## config.mk

```make
export PLATFORM = sky130hd
export DESIGN_NAME = core_ma_lsu
export DESIGN_NICKNAME = d
export VERILOG_FILES = /design/src/rtl/core_ma_pkg.sv /design/src/rtl/core_ma_align.sv /design/src/rtl/core_ma_lsu.sv
export SDC_FILE = /design/constraint.sdc
export NUM_CORES = 1
export LEC_CHECK = 0
export ABC_AREA = 1
export CAP_MARGIN = 20
export CORE_UTILIZATION = 64
export DETAILED_ROUTE_END_ITERATION = 7
export DONT_BUFFER_PORTS = 1
export PLACE_DENSITY = 0.8
export SYNTH_ARGS = -nofsm -noshare
export SYNTH_HDL_FRONTEND = slang
export SYNTH_HIERARCHICAL = 1
export SYNTH_SLANG_ARGS = --single-unit
```

## constraint.sdc

```tcl
create_clock -name clk -period 1.85 [get_ports clk]
set_input_delay 0.37 -clock clk [delete_from_list [all_inputs] [get_ports clk]]
set_output_delay 0.37 -clock clk [all_outputs]
set_load 0.05 [all_outputs]
```

## src/rtl/core_ma_pkg.sv

```systemverilog
`timescale 1ns/1ps
`default_nettype none
// ============================================================================
//  core_ma_pkg : shared types and helpers for the memory-access stage
//  Rev 1.0
// ============================================================================
package core_ma_pkg;

   typedef enum logic [1:0] {
      MEM_B = 2'b00,
      MEM_H = 2'b01,
      MEM_W = 2'b10,
      MEM_D = 2'b11
   } mem_op_e;

   typedef enum logic [1:0] {
      ST_IDLE   = 2'd0,
      ST_REQ    = 2'd1,
      ST_RDWAIT = 2'd2,
      ST_OUT    = 2'd3
   } lsu_state_e;

   function automatic logic [7:0] size_mask(input mem_op_e op);
      logic [7:0] m;
      case (op)
         MEM_B:   m = 8'h01;
         MEM_H:   m = 8'h03;
         MEM_W:   m = 8'h0F;
         default: m = 8'hFF;
      endcase
      return m;
   endfunction

   function automatic logic is_misaligned(input mem_op_e op, input logic [2:0] addr_lo);
      logic mis;
      case (op)
         MEM_B:   mis = 1'b0;
         MEM_H:   mis = addr_lo[0];
         MEM_W:   mis = |addr_lo[1:0];
         default: mis = |addr_lo;
      endcase
      return mis;
   endfunction

endpackage
`default_nettype wire

```

## src/rtl/core_ma_align.sv

```systemverilog
`timescale 1ns/1ps
`default_nettype none
// ============================================================================
//  core_ma_align : store lane steering, byte enables, load extract/extend
//  Rev 1.0
// ============================================================================
module core_ma_align
   import core_ma_pkg::*;
#(
   parameter  int DATA_W = 32,
   localparam int BE_W   = DATA_W / 8,
   localparam int LANE_W = $clog2(BE_W)
) (
   input  logic [1:0]        op_i,
   input  logic [LANE_W-1:0] lane_i,
   input  logic              unsigned_i,
   input  logic [DATA_W-1:0] store_data_i,
   input  logic [DATA_W-1:0] load_data_i,
   output logic [BE_W-1:0]   byte_en_o,
   output logic [DATA_W-1:0] write_data_o,
   output logic [DATA_W-1:0] load_result_o
);

   mem_op_e           w_op;
   logic [LANE_W+2:0] w_bit_off;
   logic [DATA_W-1:0] w_shifted;
   logic              w_sign;

   assign w_op         = mem_op_e'(op_i);
   assign w_bit_off    = {lane_i, 3'b000};
   assign byte_en_o    = BE_W'(size_mask(w_op)) << lane_i;
   assign write_data_o = store_data_i << w_bit_off;
   assign w_shifted    = load_data_i >> w_bit_off;

   // Bring the addressed lane down to bit 0, then fill everything above the access size.
   always_comb begin
      w_sign        = 1'b0;
      load_result_o = w_shifted;
      case (w_op)
         MEM_B: begin
            w_sign = ~unsigned_i & w_shifted[7];
            for (int i = 8; i < DATA_W; i++) load_result_o[i] = w_sign;
         end
         MEM_H: begin
            w_sign = ~unsigned_i & w_shifted[15];
            for (int i = 16; i < DATA_W; i++) load_result_o[i] = w_sign;
         end
         MEM_W: begin
            w_sign = ~unsigned_i & w_shifted[31];
            for (int i = 32; i < DATA_W; i++) load_result_o[i] = w_sign;
         end
         default: ;
      endcase
   end

endmodule
`default_nettype wire

```

## src/rtl/core_ma_lsu.sv

```systemverilog
`timescale 1ns/1ps
`default_nettype none
// ============================================================================
//  core_ma_lsu : memory-access stage between ex and wb with sub-word bus access
//  Rev 1.0
// ============================================================================
module core_ma_lsu
   import core_ma_pkg::*;
#(
   parameter  int DATA_W = 32,
   parameter  int ADDR_W = 32,
   localparam int BE_W   = DATA_W / 8
) (
   input  logic              clk,
   input  logic              rest,
   input  logic              em_valid,
   output logic              em_ready,
   input  logic [ADDR_W-1:0] em_reg_data_mem_addr,
   input  logic [DATA_W-1:0] em_csr_data_mem_data,
   input  logic              em_mem_read,
   input  logic              em_mem_write,
   input  logic [1:0]        em_mem_op_type,
   input  logic              em_mem_unsigned,
   input  logic [4:0]        em_rd,
   input  logic              em_reg_write,
   input  logic [11:0]       em_csr,
   input  logic              em_csr_write,
   output logic              mw_valid,
   input  logic              mw_ready,
   output logic [DATA_W-1:0] mw_reg_data,
   output logic [DATA_W-1:0] mw_csr_data,
   output logic [4:0]        mw_rd,
   output logic              mw_reg_write,
   output logic [11:0]       mw_csr,
   output logic              mw_csr_write,
   output logic              mw_misaligned,
   output logic [ADDR_W-1:0] avl_address,
   output logic [BE_W-1:0]   avl_byte_en,
   output logic              avl_read,
   output logic              avl_write,
   output logic [DATA_W-1:0] avl_write_data,
   input  logic              avl_waitrequest,
   input  logic [DATA_W-1:0] avl_read_data,
   input  logic              avl_read_data_valid
);

   localparam int LANE_W = $clog2(BE_W);

   lsu_state_e        state_q, state_d;
   logic [ADDR_W-1:0] req_addr_q, req_addr_d;
   logic [DATA_W-1:0] req_data_q, req_data_d;
   mem_op_e           req_op_q, req_op_d;
   logic              req_unsigned_q, req_unsigned_d;
   logic              req_read_q, req_read_d;

   logic              mw_valid_q, mw_valid_d;
   logic [DATA_W-1:0] mw_reg_data_q, mw_reg_data_d;
   logic [DATA_W-1:0] mw_csr_data_q, mw_csr_data_d;
   logic [4:0]        mw_rd_q, mw_rd_d;
   logic              mw_reg_write_q, mw_reg_write_d;
   logic [11:0]       mw_csr_q, mw_csr_d;
   logic              mw_csr_write_q, mw_csr_write_d;
   logic              mw_misaligned_q, mw_misaligned_d;

   mem_op_e           w_op;
   logic              w_is_mem;
   logic              w_mis;
   logic              w_accept;
   logic [BE_W-1:0]   w_byte_en;
   logic [DATA_W-1:0] w_load_result;

   // OUT is IDLE with a memory result held, so a wb handshake and the next accept share a cycle.
   assign em_ready = ((state_q == ST_IDLE) || (state_q == ST_OUT)) && (!mw_valid_q || mw_ready);

   always_comb begin
      state_d         = state_q;
      req_addr_d      = req_addr_q;
      req_data_d      = req_data_q;
      req_op_d        = req_op_q;
      req_unsigned_d  = req_unsigned_q;
      req_read_d      = req_read_q;
      mw_valid_d      = mw_valid_q;
      mw_reg_data_d   = mw_reg_data_q;
      mw_csr_data_d   = mw_csr_data_q;
      mw_rd_d         = mw_rd_q;
      mw_reg_write_d  = mw_reg_write_q;
      mw_csr_d        = mw_csr_q;
      mw_csr_write_d  = mw_csr_write_q;
      mw_misaligned_d = mw_misaligned_q;

      w_op = mem_op_e'(em_mem_op_type);
      if (DATA_W == 32 && w_op == MEM_D) w_op = MEM_W;
      w_is_mem = em_mem_read | em_mem_write;
      w_mis    = w_is_mem & is_misaligned(w_op, em_reg_data_mem_addr[2:0]);
      w_accept = em_valid & em_ready;

      if (mw_valid_q && mw_ready) mw_valid_d = 1'b0;

      case (state_q)
         ST_IDLE, ST_OUT: begin
            if (mw_ready) state_d = ST_IDLE;
            if (w_accept) begin
               mw_rd_d         = em_rd;
               mw_csr_d        = em_csr;
               mw_csr_write_d  = em_csr_write;
               mw_csr_data_d   = em_csr_data_mem_data;
               mw_misaligned_d = w_mis;
               mw_reg_write_d  = em_reg_write & ~w_mis;
               if (w_is_mem && !w_mis) begin
                  req_addr_d     = em_reg_data_mem_addr;
                  req_data_d     = em_csr_data_mem_data;
                  req_op_d       = w_op;
                  req_unsigned_d = em_mem_unsigned;
                  req_read_d     = em_mem_read;
                  state_d        = ST_REQ;
               end else begin
                  mw_valid_d    = 1'b1;
                  mw_reg_data_d = DATA_W'(em_reg_data_mem_addr);
                  state_d       = ST_IDLE;
               end
            end
         end
         ST_REQ: begin
            if (!avl_waitrequest) begin
               if (req_read_q) begin
                  state_d = ST_RDWAIT;
               end else begin
                  mw_valid_d    = 1'b1;
                  mw_reg_data_d = '0;
                  state_d       = ST_OUT;
               end
            end
         end
         ST_RDWAIT: begin
            if (avl_read_data_valid) begin
               mw_valid_d    = 1'b1;
               mw_reg_data_d = w_load_result;
               state_d       = ST_OUT;
            end
         end
         default: state_d = ST_IDLE;
      endcase
   end

   always_ff @(posedge clk or negedge rest) begin
      if (!rest) state_q <= ST_IDLE;
      else       state_q <= state_d;
   end

   always_ff @(posedge clk or negedge rest) begin
      if (!rest) begin
         req_addr_q      <= '0;
         req_data_q      <= '0;
         req_op_q        <= MEM_B;
         req_unsigned_q  <= 1'b0;
         req_read_q      <= 1'b0;
         mw_valid_q      <= 1'b0;
         mw_reg_data_q   <= '0;
         mw_csr_data_q   <= '0;
         mw_rd_q         <= '0;
         mw_reg_write_q  <= 1'b0;
         mw_csr_q        <= '0;
         mw_csr_write_q  <= 1'b0;
         mw_misaligned_q <= 1'b0;
      end else begin
         req_addr_q      <= req_addr_d;
         req_data_q      <= req_data_d;
         req_op_q        <= req_op_d;
         req_unsigned_q  <= req_unsigned_d;
         req_read_q      <= req_read_d;
         mw_valid_q      <= mw_valid_d;
         mw_reg_data_q   <= mw_reg_data_d;
         mw_csr_data_q   <= mw_csr_data_d;
         mw_rd_q         <= mw_rd_d;
         mw_reg_write_q  <= mw_reg_write_d;
         mw_csr_q        <= mw_csr_d;
         mw_csr_write_q  <= mw_csr_write_d;
         mw_misaligned_q <= mw_misaligned_d;
      end
   end

   core_ma_align #(
      .DATA_W (DATA_W)
   ) u_align (
      .op_i          (req_op_q),
      .lane_i        (req_addr_q[LANE_W-1:0]),
      .unsigned_i    (req_unsigned_q),
      .store_data_i  (req_data_q),
      .load_data_i   (avl_read_data),
      .byte_en_o     (w_byte_en),
      .write_data_o  (avl_write_data),
      .load_result_o (w_load_result)
   );

   // Strobes decode straight from registered state so an async reset drops them at once.
   assign avl_read    = (state_q == ST_REQ) &  req_read_q;
   assign avl_write   = (state_q == ST_REQ) & ~req_read_q;
   assign avl_byte_en = (state_q == ST_REQ) ? w_byte_en : '0;
   assign avl_address = {req_addr_q[ADDR_W-1:LANE_W], {LANE_W{1'b0}}};

   assign mw_valid      = mw_valid_q;
   assign mw_reg_data   = mw_reg_data_q;
   assign mw_csr_data   = mw_csr_data_q;
   assign mw_rd         = mw_rd_q;
   assign mw_reg_write  = mw_reg_write_q;
   assign mw_csr        = mw_csr_q;
   assign mw_csr_write  = mw_csr_write_q;
   assign mw_misaligned = mw_misaligned_q;

endmodule
`default_nettype wire

```

==> qor.csv <==
metric,value,unit
outcome,"finished, violations left",
violations,"DRC, hold timing, setup timing",
fillers,733,
cts.clk_slew.worst_paths,0.07,ns
cts_inserted_buffers,17,
antenna_found_initial,0,
path_max_fanout,7,
final_common_cell,nand2_1,
cts_root_buf,clkbuf_16,
grt_pass1_vias,6935,
crit_type,reg2out,
port_buffers,0,
die-area,13300,um2
layout-drive-gt1-share,0.239,
rows,41,
gr-total-overflow,0,
first_iter_violations,748,
relSlewSlack,0.632,
cap_violations,0,
firstDrtPassIters,8,
insertion_delay,0.44,ns
fin_crit_sh,1.19,
hold-worst-slack,-0.380,ns
grt_usage,0.348,
setup_viol,41,
avgSynthCellArea,7.62,um2
core-area,12600,um2
clock_path_buffers,2,
final_util,0.835,
cp.required,1.48,ns
vias,7849,
chipHeight,115,um
cp.arrival,1.83,ns
num_antenna_cells,0,
synth_cell_types,29,
setup_ws,-0.355,ns
tightest_slew,0.552,ns
grt_start_max_net_pins,156,
synthToLayoutAreaGrowth,27.6,%
maxSlewViolCount,0,
io_pins,282,
yosys_warnings,6,
cts_tree,built,
die_x,115,um
synth_top_area_share,0.472,
initial_core_util,0.654,
ant_nets,0,
hold_violations,155,
syn_inst,1080,
final_nets,1226,
synth.largest_area_cell,dfrtp_1,
start_kind,flip-flop,
route.detailed.drc,1,
period_minus_slack,2.20,ns
fin_setup_tns,-9.07,ns
htree_levels,4,
syn-cell-area,8230,um2
post-place-ws,0.0637,ns
finalWirelength,26.0,mm
min_path_type,in2async,
cp-end-kind,output pin,
most-common-layout-cells,"335 x nand2_1, 151 x dfrtp_1, 103 x inv_1",
gp_congestion,0.905,
viasPerCell,6.12,
wl_per_cell,20.3,um
hpwlAfterDp,15.5,mm
grt_pass1_wl,34.9,mm
clock-skew-final,0.0149,ns
ys_seq_elements,155,
ys_seq_area_frac,0.472,
rsz0062_at_grt,true,
cts.sinks,155,
fmax,0.454,GHz
synth_area_leaders,"dfrtp_1 47%, nand2_1 16%, o21ai_0 8.7%, inv_1 5.2%, nand3_1 4.2%",
==> worst paths after layout <==
| kind | start | end | slack, ns | cells after the start |
|---|---|---|---|---|
| worst max register to register | req_addr_q[0] | mw_reg_data[31] | -0.09 | 12 |
| worst min-delay path | rest | req_addr_q[23] | -0.38 | 0 |
| max in group asynchronous | rest | state_q[1] | 1.86 | 0 |
| min in group clk | em_csr[11] | mw_csr[11] | 0.04 | 2 |
| worst max-delay path | req_addr_q[0] | avl_write_data[1] | -0.35 | 6 |
| worst min register to register | req_data_q[7] | req_data_q[7] | 0.50 | 2 |
==> synthesized netlist by cell type, drive strengths merged <==
cell type,n
o22ai,8
conb,1
ha,2
nand3,75
buf,82
o211ai,1
a21boi,1
clkbuf,22
a21oi,11
nand4,32
inv,116
or2,7
nor2,34
dfrtp,155
o21ai,168
a22oi,9
and2,1
nand2,355
==> critical path, cell delays in order (launching register included) <==
cell and delay [ns]:
dfrtp_2 0.50, buf_12 0.17, nor2_4 0.14, clkinvlp_4 0.14, buf_12 0.17, nor2_4 0.13, buf_12 0.16
==> cell type report <==
class / instances / area (um2) / share of cell area
Timing Repair Buffer: 101 / 1520 / 0.145
Tap cell: 172 / 215 / 0.0205
Sequential cell: 155 / 3880 / 0.370
Clock buffer: 21 / 460 / 0.0439
Inverter: 116 / 464 / 0.0442
Multi-Input combinational cell: 707 / 3840 / 0.366
Clock inverter: 11 / 109 / 0.0104
==> registers in the layout, indices dropped and copies added (netlist names) <==
name and flops:
req_data_q 32, mw_csr_data 32, mw_csr_write 1, req_addr_q 32, mw_reg_write 1, mw_csr 12
req_read_q 1, req_op_q 2, mw_valid 1, mw_misaligned 1, mw_reg_data 32, req_unsigned_q 1
mw_rd 5, state_q 2
==> cell families after synthesis <==
| logic type | synth area share |
|---|---|
| compound gates | 0.130 |
| fa+ha+maj | 0.00304 |
| flops | 0.472 |
| other cells | 0.000456 |
| simple gates | 0.259 |
| buf+inv | 0.136 |
==> per-stage QoR <==
step / instance area, um2 / cells
floorplan: 8330 / 1081
CTS: 9800 / 1262
global placement: 8840 / 1217
finish: 10500 / 1283
global route: 10500 / 1283
detailed placement: 8840 / 1217
==> what timing repair did <==
action                                  CTS  global route
gates resized for setup                  65           137
gates cloned                              4             7
hold endpoints to repair                155           155
pin swaps                                 4            33
endpoints found under the setup margin   39           111
setup buffers                             9            15
==> metal layers <==
layer | global-route usage | part of all wire
met3 | 0.103 | 0.099
met4 | 0.186 | 0.056
met2 | 0.584 | 0.49
met5 | 0 | 0
met1 | 0.402 | 0.35
Power is not shown: default switching activity piles up to over one toggle a cycle in this logic, so the estimate is an artifact.
